==> src/rtl/mips_avalon_arbiter.sv <==
// -----------------------------------------------------------------------------
// mips_avalon_arbiter
//
// Shares one Avalon-MM slave between the MIPS instruction-fetch master (read
// only) and the load/store master. One transaction is in flight at a time. The
// grant is held until the slave drops waitrequest. There is always one IDLE
// arbitration cycle between transactions. An optional stall watchdog
// force-completes a transaction that waits too long and sets a sticky error
// flag.
//
// Parameters
//   ARB_MODE  0 = fixed priority (data wins a tie)
//             1 = round-robin (the master not granted last wins a tie)
//   MAX_WAIT  stall-cycle limit (1..65535); 0 disables the watchdog
//
// Ports
//   clk, rst                       clock, asynchronous active-high reset
//   i_address/i_read               instruction master request
//   i_waitrequest/i_readdata       instruction master response
//   d_address/d_read/d_write/
//   d_writedata/d_byteenable       data master request
//   d_waitrequest/d_readdata       data master response
//   m_*                            shared slave port
//   grant                          {data, instr} one-hot grant, 00 when idle
//   timeout_err                    sticky watchdog flag
// -----------------------------------------------------------------------------
module mips_avalon_arbiter #(
  parameter int ARB_MODE = 0,
  parameter int MAX_WAIT = 0
) (
  input  logic        clk,
  input  logic        rst,
  input  logic [31:0] i_address,
  input  logic        i_read,
  output logic        i_waitrequest,
  output logic [31:0] i_readdata,
  input  logic [31:0] d_address,
  input  logic        d_read,
  input  logic        d_write,
  input  logic [31:0] d_writedata,
  input  logic [3:0]  d_byteenable,
  output logic        d_waitrequest,
  output logic [31:0] d_readdata,
  output logic [31:0] m_address,
  output logic        m_read,
  output logic        m_write,
  output logic [31:0] m_writedata,
  output logic [3:0]  m_byteenable,
  input  logic        m_waitrequest,
  input  logic [31:0] m_readdata,
  output logic [1:0]  grant,
  output logic        timeout_err
);

  typedef enum logic [1:0] {
    IDLE  = 2'd0,
    GNT_I = 2'd1,
    GNT_D = 2'd2
  } state_t;

  localparam bit          WD_EN      = (MAX_WAIT != 0);
  localparam logic [15:0] MAX_WAIT_W = 16'(MAX_WAIT);

  state_t      state_q, state_d;
  logic        last_d_q, last_d_d;
  logic [15:0] wait_cnt_q, wait_cnt_d;
  logic        timeout_err_q, timeout_err_d;

  logic req_i, req_d;
  logic gnt_req;
  logic fire;

  assign req_i = i_read;
  assign req_d = d_read | d_write;

  // The granted master is still asking for the bus this cycle.
  assign gnt_req = ((state_q == GNT_I) && req_i) || ((state_q == GNT_D) && req_d);

  // Watchdog fires once the stall count has reached the limit; it takes
  // precedence over a slave completion in the same cycle.
  assign fire = WD_EN && gnt_req && (wait_cnt_q == MAX_WAIT_W);

  always_ff @(posedge clk or posedge rst) begin
    if (rst) begin
      state_q       <= IDLE;
      last_d_q      <= 1'b0;
      wait_cnt_q    <= '0;
      timeout_err_q <= 1'b0;
    end else begin
      state_q       <= state_d;
      last_d_q      <= last_d_d;
      wait_cnt_q    <= wait_cnt_d;
      timeout_err_q <= timeout_err_d;
    end
  end

  // Next-state logic
  always_comb begin
    state_d       = state_q;
    last_d_d      = last_d_q;
    wait_cnt_d    = wait_cnt_q;
    timeout_err_d = timeout_err_q;

    unique case (state_q)
      IDLE: begin
        wait_cnt_d = '0;
        if (req_i && req_d) begin
          // Round-robin hands a tie to instr only if data had the last grant.
          if ((ARB_MODE != 0) && last_d_q) state_d = GNT_I;
          else                             state_d = GNT_D;
        end else if (req_d) begin
          state_d = GNT_D;
        end else if (req_i) begin
          state_d = GNT_I;
        end
      end

      GNT_I, GNT_D: begin
        if (!gnt_req) begin
          // Master withdrew its request: abandon without touching last_d.
          state_d    = IDLE;
          wait_cnt_d = '0;
        end else if (fire) begin
          state_d       = IDLE;
          wait_cnt_d    = '0;
          timeout_err_d = 1'b1;
          last_d_d      = (state_q == GNT_D);
        end else if (!m_waitrequest) begin
          state_d    = IDLE;
          wait_cnt_d = '0;
          last_d_d   = (state_q == GNT_D);
        end else if (WD_EN && (wait_cnt_q != MAX_WAIT_W)) begin
          wait_cnt_d = wait_cnt_q + 16'd1;
        end
      end

      default: begin
        state_d    = IDLE;
        wait_cnt_d = '0;
      end
    endcase
  end

  // Output mux: idle drives nothing and stalls both masters.
  always_comb begin
    i_waitrequest = 1'b1;
    d_waitrequest = 1'b1;
    m_address     = '0;
    m_read        = 1'b0;
    m_write       = 1'b0;
    m_writedata   = '0;
    m_byteenable  = '0;
    grant         = 2'b00;

    unique case (state_q)
      GNT_I: begin
        grant         = 2'b01;
        m_address     = i_address;
        m_read        = i_read & ~fire;
        m_byteenable  = 4'b1111;
        i_waitrequest = fire ? 1'b0 : m_waitrequest;
      end
      GNT_D: begin
        grant         = 2'b10;
        m_address     = d_address;
        m_read        = d_read & ~fire;
        m_write       = d_write & ~fire;
        m_writedata   = d_writedata;
        m_byteenable  = d_byteenable;
        d_waitrequest = fire ? 1'b0 : m_waitrequest;
      end
      default: begin
      end
    endcase
  end

  // A forced completion returns zero rather than whatever the slave drives.
  assign i_readdata  = fire ? 32'd0 : m_readdata;
  assign d_readdata  = fire ? 32'd0 : m_readdata;
  assign timeout_err = timeout_err_q;

endmodule

==> config.mk <==
export PLATFORM = sky130hd
export DESIGN_NAME = mips_avalon_arbiter
export DESIGN_NICKNAME = d
export VERILOG_FILES = /design/src/rtl/mips_avalon_arbiter.sv
export SDC_FILE = /design/constraint.sdc
export NUM_CORES = 1
export LEC_CHECK = 0
export CELL_PAD_IN_SITES_DETAIL_PLACEMENT = 0
export CELL_PAD_IN_SITES_GLOBAL_PLACEMENT = 1
export CORE_ASPECT_RATIO = 1.75
export CORE_MARGIN = 4
export CORE_UTILIZATION = 10
export CTS_CLUSTER_SIZE = 28
export DETAILED_ROUTE_END_ITERATION = 16
export PLACE_DENSITY_LB_ADDON = 0.08
export REMOVE_ABC_BUFFERS = 1
export SETUP_SLACK_MARGIN = 0.1
export SLEW_MARGIN = 25
export SYNTH_ARGS = -nofsm -noshare
export SYNTH_HDL_FRONTEND = slang
export SYNTH_SLANG_ARGS = --single-unit
==> constraint.sdc <==
create_clock -name clk -period 1.4 [get_ports clk]
set_input_delay 0.21 -clock clk [delete_from_list [all_inputs] [get_ports clk]]
set_output_delay 0.21 -clock clk [all_outputs]
set_load 0.05 [all_outputs]
==> results of run 1 <==
[cells by family (layout without fill, tap and decap cells)]
group	Yosys count	count (layout)	synth area share
flip-flops	2	2	0.0337
AND/OR/NAND/NOR	78	78	0.326
other	1	1	0.00253
AO/OA/AOI/OAI	43	43	0.214
buffers and inverters	84	216	0.381
adder cells (fa/ha/maj)	5	5	0.0422
[worst max-delay path, cell delays in order (launching register included)]
cell and delay (ns):
dfrtp_1 0.37, buf_4 0.16, ha_4 0.22, buf_8 0.16, a22oi_2 0.14, nor2b_1 0.06, buf_4 0.14, buf_12 0.14
[path summary, 6_finish.rpt]
kind,from,end,cells past startpoint
max,state_q[0]$_DFFE_PP0P_,m_address[2],7
min,rst,state_q[0]$_DFFE_PP0P_,2
max reg2reg,state_q[1]$_DFFE_PP0P_,state_q[1]$_DFFE_PP0P_,7
min reg2reg,state_q[1]$_DFFE_PP0P_,state_q[0]$_DFFE_PP0P_,4
max in group asynchronous,rst,state_q[1]$_DFFE_PP0P_,2
min in group clk,m_readdata[22],i_readdata[22],0
[cell usage in the layout (no fill, tap or decap), drive strengths merged]
master         synthesis  final
o211ai                 1      1
or4b                   1      1
clkdlybuf4s50          0    105
a22oi                 33     33
inv                    3      3
buf                   67     94
dfrtp                  2      2
nand2b                 2      2
a22o                   1      1
a21oi                  4      4
and2                  33     33
conb                   1      1
clkbuf                14     14
o2111ai                1      1
ha                     5      5
a21o                   1      1
nand2                  4      4
nor2b                 37     37
o21ai                  1      1
nor2                   1      1
a21boi                 1      1
[timing repair]
action / 4_1_cts / 5_1_grt
setup buffers: 4 / 1
setup endpoints to repair: 76 / 76
hold buffers: 0 / 0
resized for setup: 39 / 66
pin swaps: 8 / 28
gates cloned: 3 / 1
[report_power, final]
group | switching, mW | leakage [nW] | internal [mW] | total, mW
logic | 5.21 | 1.61 | 5.27 | 10.5
clock network | 0.0662 | 0.0370 | 0.363 | 0.430
registers | 0.0167 | 0.0255 | 0.0852 | 0.102
total | 5.30 | 1.67 | 5.71 | 11.0
[cell type report]
type	instances	area [µm²]	area share
multi-input combinational	127	1200	0.265
tap	180	225	0.0498
timing repair buffer	210	2960	0.655
inverter	3	11.3	0.00249
sequential	2	50.0	0.0111
clock buffer	3	75.1	0.0166
[per-stage QoR]
step,TNS (ns),utilization,cell area [µm²]
6_report,-25.24,0.313,4520
2_1_floorplan,-60.57,-,930
5_1_grt,-30.91,0.313,4520
4_1_cts,-27.79,0.293,4230
3_3_place_gp,-15.18,0.269,3890
3_5_place_dp,-15.54,0.269,3890
[routing by layer]
metal	GRT usage	vias up	wire length [µm]
met2	0.212	181	5810
met5	0.0355	-	46
met1	0.114	929	3480
met3	0.0926	6	1970
met4	0.0176	2	37
li1	-	903	-
==> summary.md, run 1 <==
| Metric | Value |
|---|---|
| CTS tree | yes |
| Arrival @ worst endpoint | 1.60 ns |
| DRC violations left | 0 |
| Fill cell count | 1479 |
| Crit path time final | 1.81 ns |
| Fin nets | 490 |
| Max Fclk | 0.554 GHz |
| FP Rows | 58 |
| #FFs+latches synth | 2 |
| Failing checks | setup timing |
| Share of cells above drive strength 1 | 0.548 |
| Post-DP HPWL | 9.39 mm |
| Largest net degree at the start of global routing | 21 |
| Async set or reset register ratio after synthesis | 1.00 |
| Die area | 0.0169 mm² |
| Top FF cell, synth | dfrtp_1 |
| First-pass GRT wire length | 14.9 mm |
| Largest register by flop count | state_q |
| Initial DRT Pass Iterations | 4 |
| Biggest regs | state_q (2) |
| R2r setup slk | -0.20 ns |
| Final Total Pwr | 11.0 mW |
| Clock Sinks | 2 |
| Die Y-Extent | 169 µm |
| EDFF count, synth | 0 |
| Final WL | 11.3 mm |
| Mapped cell area | 0.00148 mm² |
| Vias/cell | 3.85 |
| Post-route setup slack | -0.406 ns |
| Placed insts | 513 |
| Hold slack | 0.149 ns |
| # IOs | 277 |
| Antenna-violating nets left | 0 |
| Non-Filler Instances | 525 |
| DR vias | 2021 |
| Final hold viol count | 0 |
| Clk Tree Root Cell | clkbuf_16 |
| Initial core utilization | 0.103 |
| Worst Setup End Kind | output pin |
| Synth warn | 0 |
| RSZ-0062 raised after global routing | true |
| Ant diodes | 0 |
| Max Cap Viol | 0 |
| Synth top area cells | buf_4, a22oi_1, nor2b_1, and2_1, ha_1 |
| Worst-path clk slew | 0.03 ns |
| Number of buffers created by CTS | 3 |
| Dominant cell type by area after synthesis | buf_4 |
| Final period util | 1.29 |
| Total Routing Usage GR | 0.122 |
| Worst min-delay path class | input port to async pin |
| Core area | 0.0144 mm² |
| Top-count cell post-synth | buf_4 |
| Skew final | 0.0000359 ns |
| Final setup viols | 75 |
| Congestion Overflow GR | 0 |
| Syn_area_per_cell | 6.97 µm² |
| CTS max path bufs | 2 |
| Port Buffers | 179 |
| Initial detailed-routing violation count | 40 |
| Clock Latency Late Sink | 0.22 ns |
| Setup Slack @ Placement | -0.298 ns |
| Die Wd | 100 µm |
| Post-Synthesis Cells | 213 |
| Commonest cells post-synth | buf_4, nor2b_1, a22oi_1 |
| Leakage | 1.67 nW |
| Final GP Congestion | 0.669 |
| Largest register FFs | 2 |
| Peak supply drop | 0.00147 V |
| Pwr Density | 2440 mW/mm² |
| Vias in the first global route | 2163 |
| Worst setup path category | register to output pin |
| Area Overhead vs Synth | 205% |
| CP Max Fanout | 6 |
| Count of cell types in the netlist | 23 |
| Final Slew Violations | 0 |
| Top cell type's share of synthesized area | 0.334 |
| Seq/Total Area, Yosys | 0.0337 |
| Routed wire length per instance | 21.6 µm |
| CP Launch Type | register |
| H-tree depth | 1 |
| Critical Path RT | 1.19 ns |
| Status | complete, but fails checks |
| Initial antenna violation count | 0 |
(Power assumes the default switching activity.)
==> run 2: changes to the inputs <==
--- a/config.mk
+++ b/config.mk
@@ -5,14 +5,15 @@
 export SDC_FILE = /design/constraint.sdc
 export NUM_CORES = 1
 export LEC_CHECK = 0
+export ABC_AREA = 1
 export CELL_PAD_IN_SITES_DETAIL_PLACEMENT = 0
 export CELL_PAD_IN_SITES_GLOBAL_PLACEMENT = 1
 export CORE_ASPECT_RATIO = 1.75
 export CORE_MARGIN = 4
-export CORE_UTILIZATION = 10
+export CORE_UTILIZATION = 11
 export CTS_CLUSTER_SIZE = 28
 export DETAILED_ROUTE_END_ITERATION = 16
-export PLACE_DENSITY_LB_ADDON = 0.08
+export PLACE_DENSITY_LB_ADDON = 0.3
 export REMOVE_ABC_BUFFERS = 1
 export SETUP_SLACK_MARGIN = 0.1
 export SLEW_MARGIN = 25
==> run 2 against run 1 <==
  * The run still ends with setup timing left
  * Non-clock buffer count is 7 higher
  * Flip-flop and latch count stayed put
  * Final cell count is 17% higher
  * Hold slack better by 0.014 ns
  * Clock skew is 0.00061 ns higher
  * Via count is 13% higher
  * Critical path depth stayed put
  * Utilization is 0.34 points higher
  * Combinational power is 12% lower
  * Largest cell class unchanged
==> summary.md, run 2 <==
| Metric | Value |
|---|---|
| Final Slew Violations | 0 |
| Congestion Overflow GR | 0 |
| DR vias | 2287 |
| Failing checks | setup timing |
| Largest net degree at the start of global routing | 22 |
| Critical path's most frequent cell | buf_12 |
| Vias/cell | 3.73 |
| Crit-path max cell delay | 0.35 ns |
| Total Routing Usage GR | 0.112 |
| Initial core utilization | 0.112 |
| Top cell type's share of synthesized area | 0.315 |
| Commonest non-fill, non-tap cell in the layout | clkdlybuf4s50_1 |
| CP max stage cell | dfrtp_1 |
| Async set or reset register ratio after synthesis | 1.00 |
| Synth warn | 0 |
| Status | complete, but fails checks |
| Worst min-delay path class | input port to async pin |
| Crit path time final | 1.80 ns |
| CTS max path bufs | 2 |
| Seq/Total Area, Yosys | 0.0292 |
| Initial antenna violation count | 0 |
| Critical Path RT | 1.19 ns |
| Core area | 0.0153 mm² |
| Leakage | 2.03 nW |
| DR WL met2 | 5.06 mm |
| H-tree depth | 1 |
| Worst Setup End Kind | output pin |
| Biggest regs | state_q (2) |
| Final hold viol count | 0 |
| M1 WL | 3.59 mm |
| Post-DP HPWL | 8.71 mm |
| Placed insts | 597 |
| Top-count cell post-synth | nand2_1 |
| Die area | 0.0177 mm² |
| EDFF count, synth | 0 |
| Most frequent cells in the layout | clkdlybuf4s50_1, buf_12, nand2_1 |
| Area Overhead vs Synth | 183% |
| Peak supply drop | 0.000819 V |
| Arrival @ worst endpoint | 1.59 ns |
| Post-route setup slack | -0.397 ns |
| Synth top area cells | buf_4, nand2_1, a21oi_2, nand2_2, inv_1 |
| Count of cell types in the netlist | 16 |
| Worst setup path category | register to output pin |
| Routed wire length per instance | 17.7 µm |
| Antenna-violating nets left | 0 |
| Non-Filler Instances | 613 |
| Number of buffers created by CTS | 3 |
| Ant diodes | 0 |
| Dominant cell type by area after synthesis | buf_4 |
| Final WL | 10.9 mm |
| Cts hold-fix bufs | 0 |
| Pwr Density | 2020 mW/mm² |
| RSZ-0062 raised after global routing | true |
| CP Launch Type | register |
| Max Cap Viol | 0 |
| Initial detailed-routing violation count | 50 |
| Final period util | 1.28 |
| Commonest cells post-synth | nand2_1, buf_4, inv_1 |
| Largest register by flop count | state_q |
| Worst-path clk slew | 0.03 ns |
| Clock Sinks | 2 |
| Final setup viols | 75 |
| Post-Synthesis Cells | 286 |
| Vias in the first global route | 2481 |
| Top Layer Used | met5 |
| Fin nets | 572 |
| Routed met3 length | 1.99 mm |
| Die Y-Extent | 173 µm |
| CP cell instances | inv_2, ha_4, inv_6, buf_12, buf_4, a21oi_4, buf_12 |
| Initial DRT Pass Iterations | 4 |
| Max Fclk | 0.557 GHz |
| Final GP Congestion | 0.694 |
| FP Rows | 60 |
| #FFs+latches synth | 2 |
| Largest register FFs | 2 |
| Port Buffers | 179 |
| CP Max Fanout | 6 |
| CTS tree | yes |
| Clk Tree Root Cell | clkbuf_16 |
| Share of cells above drive strength 1 | 0.478 |
| Mapped cell area | 0.00171 mm² |
| Clock Latency Late Sink | 0.22 ns |
| DRC violations left | 0 |
| # IOs | 277 |
| Setup Slack @ Placement | -0.232 ns |
| Syn_area_per_cell | 5.99 µm² |
| First-pass GRT wire length | 14.7 mm |
| Top FF cell, synth | dfrtp_1 |
| Skew final | 0.000642 ns |
| Die Wd | 102 µm |
run 2: cell types whose count changed after synthesis, sizes merged, moves of 2 or more:
cell	before	now
a21oi	4	37
a22oi	33	0
and2	33	0
buf	67	79
clkbuf	14	0
inv	3	42
nand2	4	115
nand2b	2	0
nor2b	37	0
run 2: cell type report:
class | count | area, µm²
clock buffers | 3 | 75.1
fillers | 1591 | 10500
inverters | 42 | 163
multi-input cells | 163 | 1250
flip-flops and latches | 2 | 50.0
well taps | 186 | 233
repair buffers | 217 | 3080
run 2: worst max-delay path: cells and delay by family (launching register included):
kind / cells / cell delay (ns)
AOI/OAI and AO/OA: 1 / 0.14
adders and majority gates: 1 / 0.29
buffers and inverters: 5 / 0.58
DFF: 1 / 0.35
run 2: cell families after synthesis:
logic type,after synthesis,share of synthesized area
buffers and inverters,121,0.439
adders and majority gates,5,0.0365
and+or+nand+nor,119,0.315
AOI/OAI and AO/OA,38,0.179
DFF,2,0.0292
other,1,0.00219
run 2: path summary, 6_finish.rpt:
kind                                   startpoint                      to  slack [ns]  depth (start not counted)
max in group asynchronous                     rst  state_q[1]$_DFFE_PP0P_        1.12                          2
hold / removal                                rst  state_q[0]$_DFFE_PP0P_        0.16                          2
hold reg to reg            state_q[1]$_DFFE_PP0P_  state_q[1]$_DFFE_PP0P_        0.64                          3
setup reg to reg           state_q[0]$_DFFE_PP0P_  state_q[1]$_DFFE_PP0P_       -0.03                         10
min in group clk                    m_readdata[1]           d_readdata[1]        0.42                          0
setup / recovery           state_q[1]$_DFFE_PP0P_           m_address[30]       -0.40                          7
run 2: metrics by stage:
stage | power [mW] | util | area [µm²] | TNS, ns | hold slack (ns)
after floorplan | 3.60 | - | 1120 | -67.92 | -0.0488
after global routing | 10.3 | 0.316 | 4850 | -30.05 | 0.178
after detailed placement | 7.78 | 0.271 | 4150 | -11.51 | 0.394
after global placement | 7.77 | 0.271 | 4150 | -10.92 | 0.385
final | 9.77 | 0.316 | 4850 | -23.16 | 0.163
after CTS | 9.21 | 0.302 | 4630 | -24.52 | 0.169
run 2: routing by layer:
layer  up-vias  track usage
li1       1060            -
met4         4       0.0246
met1       980        0.112
met2       230        0.179
met3        13       0.0844
met5         -       0.0562
run 2: power by group:
group          switching (mW)  total (mW)  internal, mW
clock network          0.0664       0.430         0.363
registers              0.0123      0.0889        0.0766
logic                    4.78        9.25          4.47
total                    4.85        9.77          4.91
run 2: repair_timing:
action                                  CTS  global route
pin swaps                                 5             2
resized for setup                        55            17
endpoints found under the setup margin   76            76
buffers inserted                          4             5
cloned                                    2             3
